--- src/rtl/chk_delay_line.sv ---
// Fixed-depth valid/data shift register, no stall.
// flush_i clears every valid bit, including the one entering this cycle.
module chk_delay_line #(
    parameter int unsigned DW    = 9,
    parameter int unsigned DEPTH = 2
) (
    input  logic          clk,
    input  logic          rst_n,
    input  logic          flush_i,
    input  logic          valid_i,
    input  logic [DW-1:0] data_i,
    output logic          valid_o,
    output logic [DW-1:0] data_o
);

    logic [DEPTH-1:0] vld_q;
    logic [DW-1:0]    dat_q [DEPTH];

    always_ff @(posedge clk or negedge rst_n) begin
        if (!rst_n) begin
            vld_q <= '0;
            for (int i = 0; i < int'(DEPTH); i++) dat_q[i] <= '0;
        end else begin
            vld_q[0] <= valid_i & ~flush_i;
            dat_q[0] <= data_i;
            for (int i = 1; i < int'(DEPTH); i++) begin
                vld_q[i] <= vld_q[i-1] & ~flush_i;
                dat_q[i] <= dat_q[i-1];
            end
        end
    end

    assign valid_o = vld_q[DEPTH-1];
    assign data_o  = dat_q[DEPTH-1];

endmodule

--- config.mk ---
export PLATFORM = sky130hd
export DESIGN_NAME = chk_delay_line
export DESIGN_NICKNAME = d
export VERILOG_FILES = /design/src/rtl/chk_delay_line.sv
export SDC_FILE = /design/constraint.sdc
export NUM_CORES = 1
export LEC_CHECK = 0
export BUFFER_PORTS_ARGS = -buffer_cell sky130_fd_sc_hd__buf_2
export CAP_MARGIN = 30
export CORE_AREA = 2 2 39 41
export CTS_CLUSTER_SIZE = 16
export DETAILED_ROUTE_END_ITERATION = 12
export DIE_AREA = 0 0 41 43
export PLACE_DENSITY = 0.82
export RECOVER_POWER = 25
export SLEW_MARGIN = 20
export SYNTH_ARGS = -nofsm -noshare
export SYNTH_HDL_FRONTEND = slang
export SYNTH_SLANG_ARGS = --single-unit
--- constraint.sdc ---
create_clock -name clk -period 1.1 [get_ports clk]
set_input_delay 0.055 -clock clk [delete_from_list [all_inputs] [get_ports clk]]
set_output_delay 0.055 -clock clk [all_outputs]
set_load 0.02 [all_outputs]
After elaboration in Yosys (flattened, before gate mapping)
Index checks and enable logic that the tools add are counted.

word-level totals
  bits in registers = 20
  latch bits = 0
  bits in writable memories = 0
  memory bits (read-only) = 0
  bits of input ports = 13
  output and inout port bits = 10
  logic and storage cells = 6
  memories kept = 0

operators by class
  add/subtract/negate cells = 0
  multiply operators = 0
  div/mod/pow operators = 0
  magnitude comparators = 0
  eq/ne operators = 0
  shift operators = 0
  muxes and demuxes = 0
  bitwise logic cells = 3
  reductions and logical operators = 0

operators by type and width
  kind       number
  1-bit AND  2
  1-bit NOT  1

Logic depth before layout (Yosys ltp)
  word-level depth = 2
  gate-level depth with buffers = 1
  depth with buffers taken out = 1

Worst setup path before layout
OpenSTA, ideal clock, no wires.

  kind = reg2reg
  start point = register vld_q[0]
  end point = register vld_q[1]
  library setup time = 118 ps
  arrival = 441 ps
  required time = 982 ps
  path slack = 542 ps
  stages on the path, launching flop included = 2
  path buffers = 0
  period minus slack after synthesis = 558 ps
  path through = dfrtp_1 nor2b_1

between the ends
  cells in the longest elaborated chain, start to end = 1

RTL lines
  item                             RTL line  text
  start, declared                  16        logic [DEPTH-1:0] vld_q;
  start signal, assigned           24        vld_q[0] <= valid_i & ~flush_i;
  start signal, assigned by index  27        vld_q[i] <= vld_q[i-1] & ~flush_i;
  1-bit AND                        27

No other way between the ends.

Worst setup path after layout
  start point = register dat_q, in the netlist data_o[3]
  end point = output data_o[3]

RTL lines
  item                             RTL line  text
  start, declared                  17        logic [DW-1:0] dat_q [DEPTH];
  start signal, assigned by index  28        dat_q[i] <= dat_q[i-1];
  end, declared                    13        output logic [DW-1:0] data_o

No word-level cell between the ends.

==> flow_summary.json <==
{
  "outcome": "finished clean",
  "syn-num-nets": 44,
  "crit_fanout": 1,
  "setup_ws_ns": 0.224,
  "cts_setup_buffers": 0,
  "hold_path_class": "input pin to async pin",
  "slowest_delay_ns": 0.38,
  "cts_buffers": 3,
  "drive_gt1_share_pct": 43.3,
  "ys_types": 3,
  "rsz0062_at_grt": "no",
  "fmax_mhz": 1140,
  "cap_violations": 0,
  "slew_headroom_pct": 71.9,
  "r2r_cells": 1,
  "first_iter_violations": 7,
  "grt_overflow_total": 0,
  "crit_required_ns": 1.04,
  "irDropWorstVdd_mv": 0.906,
  "cts_sinks": 20,
  "ys_seq_elements": 20,
  "final-seq-area_um2": 500,
  "power_frac_clock_pct": 31.3,
  "die_w_um": 41,
  "ant_nets": 0,
  "cp-startpoint": "data_o[3]",
  "reg2reg_slack_ns": 0.51,
  "yosysMostFrequentCell": "dfrtp_1",
  "synth-seq-area-share_pct": 86.2,
  "end_kind": "output pin",
  "cp-endpoint": "data_o[3]",
  "cts_tree": "yes",
  "power_density_nw_per_um2": 1620,
  "initial_utilization_pct": 42.0,
  "tightestPinTransition_ns": 0.421,
  "period_needed_ns": 0.876,
  "syn_area_um2": 581,
  "multiInputGateArea_um2": 12.5,
  "power.net_switching_mw": 0.270,
  "synth.top_cell.area_share_pct": 86.2,
  "placedCellCount": 60,
  "root_buffer": "clkbuf_4",
  "cp_top_family": "flip-flops",
  "fin_crit_sh_pct": 79.7,
  "setup_viol": 0,
  "drcViolationCount": 0,
  "path_cells": "buf_2",
  "area_growth_pct": 37.7,
  "nets": 74,
  "row_count": 14,
  "via_per_inst": 4.04,
  "coreArea_um2": 1380,
  "critPathKind": "flip-flop to output pin",
  "num_antenna_cells": 0,
  "place_ws_ns": 0.527,
  "hpwl_um": 577,
  "firstDrtPassIters": 4,
  "drt-total-wl_um": 951,
  "yosysWarningCount": 0,
  "route.vias.total": 307,
  "worstPathArrival_ns": 0.82,
  "finalHoldViolCount": 0,
  "die_h_um": 43,
  "drt-wirelength-per-cell_um": 12.5,
  "clock_skew_ns": 0.000925,
  "syn_area_per_cell_um2": 18.7,
  "ios": 23,
  "timing.rr.start": "vld_q[0]",
  "instances_no_fill": 76,
  "grt_pass1_wl_um": 1410,
  "synthCells": 31,
  "synth_largest_area_cell": "dfrtp_1",
  "synth_edf_count": 0,
  "comb_power_share_pct": 8.7,
  "tns_ns": 0,
  "sequentialPowerShare_pct": 60.0,
  "grt_usage_pct": 13.1,
  "cp_num_cells": 1,
  "grt_pass1_vias": 311,
  "dieArea_um2": 1760,
  "fill_cells": 117,
  "start_kind": "flip-flop",
  "slowest_stage": "dfrtp_1",
  "finalPower_mw": 1.30,
  "slew_violations": 0,
  "numPortBuffers": 22,
  "switching_share_pct": 20.8,
  "insertion_delay_ns": 0.29,
  "path_clk_slew_ns": 0.10,
  "synth_area_leaders": "dfrtp_1 (86%), buf_4 (12%), nor2b_1 (2.2%)",
  "async_flop_share_pct": 100,
  "synth-main-ff-cell": "dfrtp_1",
  "p_int_mw": 1.03,
  "htree_num_levels": 1,
  "grt_antenna_before_repair": 0,
  "timing.critical_path.buf_inv": 1,
  "r2r_end": "vld_q[1]",
  "grt_max_degree": 21,
  "cts.path.max_buffers": 2,
  "power.leakage_nw": 0.399,
  "ys_top_cells_by_count": "dfrtp_1 (20), buf_4 (9), nor2b_1 (2)",
  "gp_routability_congestion": 0.563
}
==> flip-flops by register name (all words and copies together) (netlist names) <==
signal  count
dat_q       9
data_o      9
vld_q       2
==> how the worst min path moves through the flow <==
| stage | startpoint | end | slack, ns | cells after the start |
|---|---|---|---|---|
| floorplan | rst_n | dat_q[10] | -0.24 | 0 |
| global placement | rst_n | data_o[3] | -0.002 | 1 |
| detailed placement | rst_n | data_o[5] | 0.007 | 1 |
| CTS | rst_n | data_o[5] | 0.23 | 2 |
| global route | rst_n | data_o[5] | 0.26 | 2 |
| finish | rst_n | data_o[5] | 0.23 | 2 |
==> power groups by stage <==
stage	logic [mW]	registers [mW]	clock network [mW]
2_1_floorplan	0.0497	0.794	0
3_3_place_gp	0.0773	0.792	0
3_5_place_dp	0.0797	0.795	0
4_1_cts	0.114	0.780	0.404
5_1_grt	0.123	0.785	0.453
6_report	0.113	0.780	0.406
==> stage by stage <==
stage                     hold slack, ns  cell area [um^2]  utilization, %
after floorplan                   -0.241               581               -
after global routing               0.257               800            57.8
after detailed placement         0.00662               643            46.5
final                              0.231               800            57.8
after global placement          -0.00227               643            46.5
after CTS                          0.228               800            57.8
==> logic make-up after synthesis <==
group / Yosys count / share of synthesized area, %
flops: 20 / 86.2
simple gates: 2 / 2.15
buf+inv: 9 / 11.6
==> cell usage in the layout (no fill, tap or decap), drive strengths merged <==
master and n:
dlygate4sd3 12, dfrtp 20, clkbuf 4, buf 22, nor2b 2
==> area by class of cell <==
class	instances	area share, %
Sequential cell	20	62.6
Timing Repair Buffer	34	28.8
Clock buffer	4	4.54
Tap cell	16	2.50
Multi-Input combinational cell	2	1.56
==> routing by layer <==
layer	vias to the layer above	share of wire (%)	GRT usage (%)
met3	0	4.6	3.14
met5	-	0	0
met1	153	38	16.0
met2	13	57	20.9
met4	0	0	6.00
li1	141	-	-
==> what timing repair did <==
item	in CTS	in global routing
hold endpoints to repair	31	0
resized for setup	0	0
setup endpoints to repair	0	0
hold buffers	12	0
(Power assumes the default switching activity.)
